<file path="src/rtl/ti_and_pipe_pkg.sv">
// ti_pkg: shared constants and helpers for the three-share TI AND pipeline.
//   NUM_SHARES  - number of Boolean shares per operand (fixed at 3)
//   STAGES_MAX  - deepest supported register pipeline
//   share_vec_t - share vector at the default width
//   share_idx   - (i+k) mod 3, used to wire component i to shares i and i+1
package ti_pkg;

  localparam int NUM_SHARES    = 3;
  localparam int STAGES_MAX    = 4;
  localparam int WIDTH_DEFAULT = 8;

  // Share vector at the default width; blocks of other widths declare the
  // same shape locally with their own WIDTH.
  typedef logic [NUM_SHARES-1:0][WIDTH_DEFAULT-1:0] share_vec_t;

  function automatic int share_idx(input int i, input int k);
    return (i + k) % NUM_SHARES;
  endfunction

endpackage

</file>
<file path="src/rtl/ti_and_pipe_component.sv">
// ti_and_component: one TI AND component function, bitwise over WIDTH bits.
//   xi, yi - shares of index i
//   xj, yj - shares of index i+1 (mod 3)
//   z      - xi&yi ^ xi&yj ^ xj&yi
// Only two share indices enter this module, so non-completeness holds by
// construction at every instance.
module ti_and_component #(
  parameter int WIDTH = 8
) (
  input  logic [WIDTH-1:0] xi,
  input  logic [WIDTH-1:0] xj,
  input  logic [WIDTH-1:0] yi,
  input  logic [WIDTH-1:0] yj,
  output logic [WIDTH-1:0] z
);

  assign z = (xi & yi) ^ (xi & yj) ^ (xj & yi);

endmodule

</file>
<file path="src/rtl/ti_and_pipe.sv">
// ti_and_pipe: elastic three-share threshold-implementation AND gadget.
//   clk, rst_n           - clock, asynchronous active-low reset
//   in_valid / in_ready  - input handshake for shares x0..x2, y0..y2
//   r0, r1               - fresh randomness (only with TI_AND_REFRESH_EN)
//   out_valid / out_ready- output handshake for shares q0..q2
// q0^q1^q2 = (x0^x1^x2) & (y0^y1^y2), STAGES cycles after acceptance.
// Optional feature macro: TI_AND_REFRESH_EN (remask stage-1 shares with r0/r1).
module ti_and_pipe
  import ti_pkg::*;
#(
  parameter int WIDTH  = 8,
  parameter int STAGES = 1
) (
  input  logic             clk,
  input  logic             rst_n,
  input  logic             in_valid,
  output logic             in_ready,
  input  logic [WIDTH-1:0] x0,
  input  logic [WIDTH-1:0] x1,
  input  logic [WIDTH-1:0] x2,
  input  logic [WIDTH-1:0] y0,
  input  logic [WIDTH-1:0] y1,
  input  logic [WIDTH-1:0] y2,
`ifdef TI_AND_REFRESH_EN
  input  logic [WIDTH-1:0] r0,
  input  logic [WIDTH-1:0] r1,
`endif
  output logic             out_valid,
  input  logic             out_ready,
  output logic [WIDTH-1:0] q0,
  output logic [WIDTH-1:0] q1,
  output logic [WIDTH-1:0] q2
);

  localparam int NS = (STAGES < 1) ? 1 : ((STAGES > STAGES_MAX) ? STAGES_MAX : STAGES);

  typedef logic [NUM_SHARES-1:0][WIDTH-1:0] shares_t;

  shares_t x_s, y_s, comp, st1_d;
  assign x_s = {x2, x1, x0};
  assign y_s = {y2, y1, y0};

  // Component i sees shares i and i+1 only.
  for (genvar i = 0; i < NUM_SHARES; i++) begin : g_comp
    localparam int I = share_idx(i, 0);
    localparam int J = share_idx(i, 1);
    ti_and_component #(.WIDTH(WIDTH)) u_comp (
      .xi(x_s[I]), .xj(x_s[J]), .yi(y_s[I]), .yj(y_s[J]), .z(comp[i])
    );
  end

`ifdef TI_AND_REFRESH_EN
  // r0^r1^(r0^r1) = 0, so the unmasked value is preserved.
  assign st1_d[0] = comp[0] ^ r0;
  assign st1_d[1] = comp[1] ^ r1;
  assign st1_d[2] = comp[2] ^ r0 ^ r1;
`else
  assign st1_d = comp;
`endif

  logic [NS:1] vld_pipe_q;
  logic [NS:1] vld_src;
  logic [NS:1] rdy;
  shares_t     pipe_q [1:NS];
  shares_t     pipe_src [1:NS];

  // Stage k may load unless it and every stage after it are full while the
  // sink stalls; written flat so the ready chain has no self-dependency.
  for (genvar k = 1; k <= NS; k++) begin : g_rdy
    assign rdy[k] = out_ready || !(&vld_pipe_q[NS:k]);
  end

  always_comb begin
    vld_src     = '0;
    vld_src[1]  = in_valid;
    pipe_src[1] = st1_d;
    for (int k = 2; k <= NS; k++) begin
      vld_src[k]  = vld_pipe_q[k-1];
      pipe_src[k] = pipe_q[k-1];
    end
  end

  // Share registers only capture on a real transfer, so bubbles never
  // toggle them.
  always_ff @(posedge clk or negedge rst_n) begin
    if (!rst_n) begin
      vld_pipe_q <= '0;
      for (int k = 1; k <= NS; k++) pipe_q[k] <= '0;
    end else begin
      for (int k = 1; k <= NS; k++) begin
        if (rdy[k]) begin
          vld_pipe_q[k] <= vld_src[k];
          if (vld_src[k]) pipe_q[k] <= pipe_src[k];
        end
      end
    end
  end

  assign in_ready  = rdy[1];
  assign out_valid = vld_pipe_q[NS];
  assign q0        = pipe_q[NS][0];
  assign q1        = pipe_q[NS][1];
  assign q2        = pipe_q[NS][2];

endmodule

</file>
<file path="config.mk">
export PLATFORM = sky130hd
export DESIGN_NAME = ti_and_pipe
export DESIGN_NICKNAME = d
export VERILOG_FILES = /design/src/rtl/ti_and_pipe_pkg.sv /design/src/rtl/ti_and_pipe_component.sv /design/src/rtl/ti_and_pipe.sv
export SDC_FILE = /design/constraint.sdc
export NUM_CORES = 1
export LEC_CHECK = 0
export CORE_MARGIN = 4
export CORE_UTILIZATION = 31
export DETAILED_ROUTE_END_ITERATION = 10
export GPL_ROUTABILITY_DRIVEN = 0
export REMOVE_ABC_BUFFERS = 1
export SETUP_SLACK_MARGIN = 0.02
export SYNTH_ARGS = -nofsm -noshare
export SYNTH_HDL_FRONTEND = slang
export SYNTH_SLANG_ARGS = --single-unit
export TNS_END_PERCENT = 50
</file>
<file path="constraint.sdc">
create_clock -name clk -period 1.3 [get_ports clk]
set_input_delay 0.26 -clock clk [delete_from_list [all_inputs] [get_ports clk]]
set_output_delay 0.26 -clock clk [all_outputs]
set_load 0.02 [all_outputs]
</file>
## After elaboration in Yosys (flattened, before gate mapping)

Cells that the tools add are included.
W data, S select, Z words.

- Add/sub/neg operators: 0
- Multiply operators: 0
- Divide/modulo/power cells: 0
- $lt $le $gt $ge: 0
- Eq/ne operators: 0
- Shift operators: 0
- Multiplexer cells: 0
- Bitwise gates (word level): 15
- Reduce and logical (&&, ||, !) cells: 3

Operators with widths:

| cell | count |
|---|---|
| $and A8 B8 Y8 | 9 |
| $xor A8 B8 Y8 | 6 |
| $reduce_and A2 Y1 | 1 |
| $logic_not A1 Y1 | 1 |
| $logic_or A1 B1 Y1 | 1 |

- Bits in registers: 25
- Latch bits: 0
- Bits in writable memories: 0
- Bits in read-only memories: 0
- Input bits: 52
- Word-level logic and storage cells: 22
- Memories: 0

## Longest topological paths before layout

- Depth after elaboration: 3
- Mapped depth: 5

## Cells and area by module

Synthesis repeated with hierarchy kept, for this count alone.

- Cells, all modules: 150
- Area, all modules: 1794.2 sq um

By module, submodules not included:

| module | times used | cells each | area each (sq um) | sequential area each (sq um) |
|---|---|---|---|---|
| ti_and_pipe | 1 | 54 | 1043.5 | 625.6 |
| ti_and_component | 3 | 32 | 250.2 | 0.0 |

## Least setup slack after synthesis

Ideal clock, no wire load.

- Path type: flip-flop to flip-flop
- Start: reg vld_pipe_q, in the netlist out_valid
- End: reg pipe_q, in the netlist q0[3]
- Setup time: 0.082 ns
- Arrival time: 1.119 ns
- Data required time: 1.218 ns
- Slack: 0.099 ns
- Cell stages (with the launch flop): 6
- Buffers on the path: 2
- Cells stage by stage: dfrtp_1 -> nand2b_4 -> and2_4 -> buf_6 -> buf_6 -> a31oi_1

- Longest elaborated chain between the ends: 3

Ends and longest elaborated chain:

| item | RTL line | RTL |
|---|---|---|
| start, declared | ti_and_pipe.sv:61 | `logic [NS:1] vld_pipe_q;` |
| start signal, assigned by index | ti_and_pipe.sv:92 | `vld_pipe_q[k] <= vld_src[k];` |
| $logic_not A1 Y1 | ti_and_pipe.sv:70 | `assign rdy[k] = out_ready \|\| !(&vld_pipe_q[NS:k]);` |
| $logic_or A1 B1 Y1 | ti_and_pipe.sv:70 |  |
| named net in_ready | ti_and_pipe.sv:17 | `output logic in_ready,` |
| $reduce_and A2 Y1 (no line) | - |  |
| end signal, assigned by index | ti_and_pipe.sv:93 | `if (vld_src[k]) pipe_q[k] <= pipe_src[k];` |
| end, declared | ti_and_pipe.sv:64 | `shares_t pipe_q [1:NS];` |

The timed path passes the listed nets, and every way through them passes these cells.
A chain may end at the register's enable or synchronous reset.

## Worst setup path after layout

- Start: reg pipe_q, in the netlist q1[6]
- End: out q1[6]

RTL lines:

| item | RTL line | RTL |
|---|---|---|
| end, declared | ti_and_pipe.sv:31 | `output logic [WIDTH-1:0] q1,` |

No word-level cell between the ends.

==> results.ini <==
[layout]
layout.area.seq_um2 = 626
nets = 355
antenna_cells = 0
n_fill_cell = 512
syn2layout_area_growth_pct = 72.7
multiInputGateArea_um2 = 957
layout-drive-gt1-share_pct = 20.5
fin_util_pct = 55.3

[yosys]
yosys_register_bits = 25
synth.avg_cell_area_um2 = 8.18
syn_area_mm2 = 0.00164
yosys_warnings = 0
ys_types = 17
synth_seq_area_share_pct = 38.2
synthCells = 200

[worst_setup_path]
cp_num_buf_inv = 1
crit_required_ns = 1.04
path_cells = dlygate4sd2_1
cpPeakStageDelay_ns = 0.40
critPathKind = flop to primary output
setup.worst_path.end_class = primary output
cp_data_arrival_time_ns = 1.00
cpMaxStageDelayCell = dfrtp_1
cp-start-kind = flop
worst-path-max-fanout = 2
crit_family = flip-flops

[routing]
wl_per_cell_um = 12.6
drt_iter0_drc = 47
drt.antenna.violating_nets = 0
drt-pass1-iter-count = 4
vias = 1817
drt_wl_total_um = 4680
routed_via_density = 4.88
drc_errors = 0

[floorplanning]
start_util_pct = 32.0
fp.coreArea_mm2 = 0.00511
boundaryPins = 78
fp.dieW_um = 80.7
rows = 26
die_y_um = 80.7
die_area_mm2 = 0.00651

[sta]
max_freq_ghz = 0.794
hold_viol = 0
period_needed_ns = 1.26
rsz0062_at_grt = yes
whs_ns = 0.338
setup_slack_ns = 0.0406
finalSetupTns_ns = 0
relSlewSlack_pct = 83.9
tightest_slew_ns = 0.241
fin_worst_skew_ns = 0.00753
setup_violations = 0
fin_crit_sh_pct = 96.9
slew_violations = 0

[pwr]
cellLeakagePower_nw = 1.23
power_density_mw_per_mm2 = 866
vdd_drop_max_uv = 426
total_power_mw = 2.45

[global_route]
grt_overflow = 0
grt_start_max_net_pins = 26
first_global_vias = 1659
grt_use_total_pct = 13.3
antenna_found_initial = 0
grt_pass1_wl_um = 7000

[clock_tree]
clk_latency_ns = 0.27
cts_setup_buffers = 0
cts_buffers = 3
cts_hold_buf = 0
cts_root_buf = clkbuf_8
max-clock-path-buffers = 2
clock_sinks = 25
cts_max_level = 1
cts_tree = done
clk_pin_slew_worst_paths_ns = 0.09

[placement]
place_ws_ns = -0.382
place.detailed.hpwl_um = 3370
place.port_buffers = 77

[hold_path]
min_path_type = input port to async pin

[run]
drv_cap = 0

[run_status]
status = finished clean

-- per-layer routing --
layer | share of wire, % | up-vias | track usage [%]
met5 | 0 | - | 0
met1 | 45 | 840 | 15.8
met2 | 47 | 46 | 23.6
li1 | - | 926 | -
met4 | 0.86 | 0 | 3.55
met3 | 7.3 | 5 | 3.48
-- cells in the final DEF (no fill, tap or decap), types with 2 or more instances in the layout --
cell type,count
a32oi_2,2
buf_4,18
clkdlybuf4s15_1,9
clkbuf_16,4
nand2_1,23
nand2b_1,10
buf_12,3
clkbuf_8,3
dlymetal6s2s_1,4
dfrtp_1,25
dlygate4sd2_1,14
a31oi_1,8
o211ai_1,8
a32oi_1,6
nor2_2,8
clkdlybuf4s50_1,47
o21ai_0,7
mux2_2,16
nor2_1,32
clkbuf_2,2
inv_1,15
o32ai_1,7
a21oi_1,23
-- kinds of logic (layout without fill, tap and decap cells) --
logic type | Yosys count | in the layout | share of synthesized area [%]
buffers and inverters | 20 | 122 | 6.12
AOI/OAI and AO/OA | 62 | 62 | 24.2
muxes | 16 | 16 | 11.0
xor gates and xnor gates | 1 | 1 | 0.535
and+or+nand+nor | 76 | 76 | 19.9
DFF | 25 | 25 | 38.2
-- area by class of cell --
| class | count | share of cell area (%) |
|---|---|---|
| clock buffer | 4 | 1.59 |
| inverter | 15 | 1.99 |
| multi-input combinational | 155 | 33.9 |
| sequential | 25 | 22.1 |
| tap | 70 | 3.10 |
| timing repair buffer | 103 | 37.3 |
-- stage by stage --
stage,instances,area [um2]
2_1_floorplan,195,1590
3_3_place_gp,364,2650
3_5_place_dp,364,2650
4_1_cts,368,2660
5_1_grt,372,2830
6_report,372,2830
-- report_power, final --
group | switching, mW | leakage [nW] | internal [mW]
registers | 0.0714 | 0.285 | 0.896
logic | 0.489 | 0.919 | 0.519
clock network | 0.253 | 0.0228 | 0.219
-- synthesized netlist by cell type --
library cell  count  area share (%)
o211ai_1          8             3.7
a31oi_1           8             3.1
buf_2             2            0.61
nand2b_4          1            0.84
a21oi_1          24             7.3
nand2_1          23             5.3
inv_1            15             3.4
nor2_1           41             9.4
buf_6             3             2.1
o21ai_0           7             2.1
dfrtp_1          25              38
and2_4            1            0.54
mux2_2           16              11
a32oi_1           8             4.3
o32ai_1           7             3.7
nand2b_1         10             3.8
xnor2_1           1            0.54
-- timing repair --
item                       4_1_cts  5_1_grt
setup endpoints to repair       26       20
resized for setup               30       30
cloned                           0        4
-- flip-flops by register name, indices dropped and copies added, names as in the netlist --
signal / count
q1: 8
q0: 8
q2: 8
out_valid: 1
-- final timing paths --
kind,startpoint,to,slack (ns),cells past startpoint
setup / recovery,q1[6],q1[6],0.04,1
hold / removal,rst_n,q1[0],0.34,2
setup reg to reg,out_valid,q2[6],0.05,6
hold reg to reg,q1[1],q1[1],0.53,2
max in group asynchronous,rst_n,out_valid,0.81,2
min in group clk,out_ready,out_valid,0.35,4
Power figures use the tool's default switching activity.
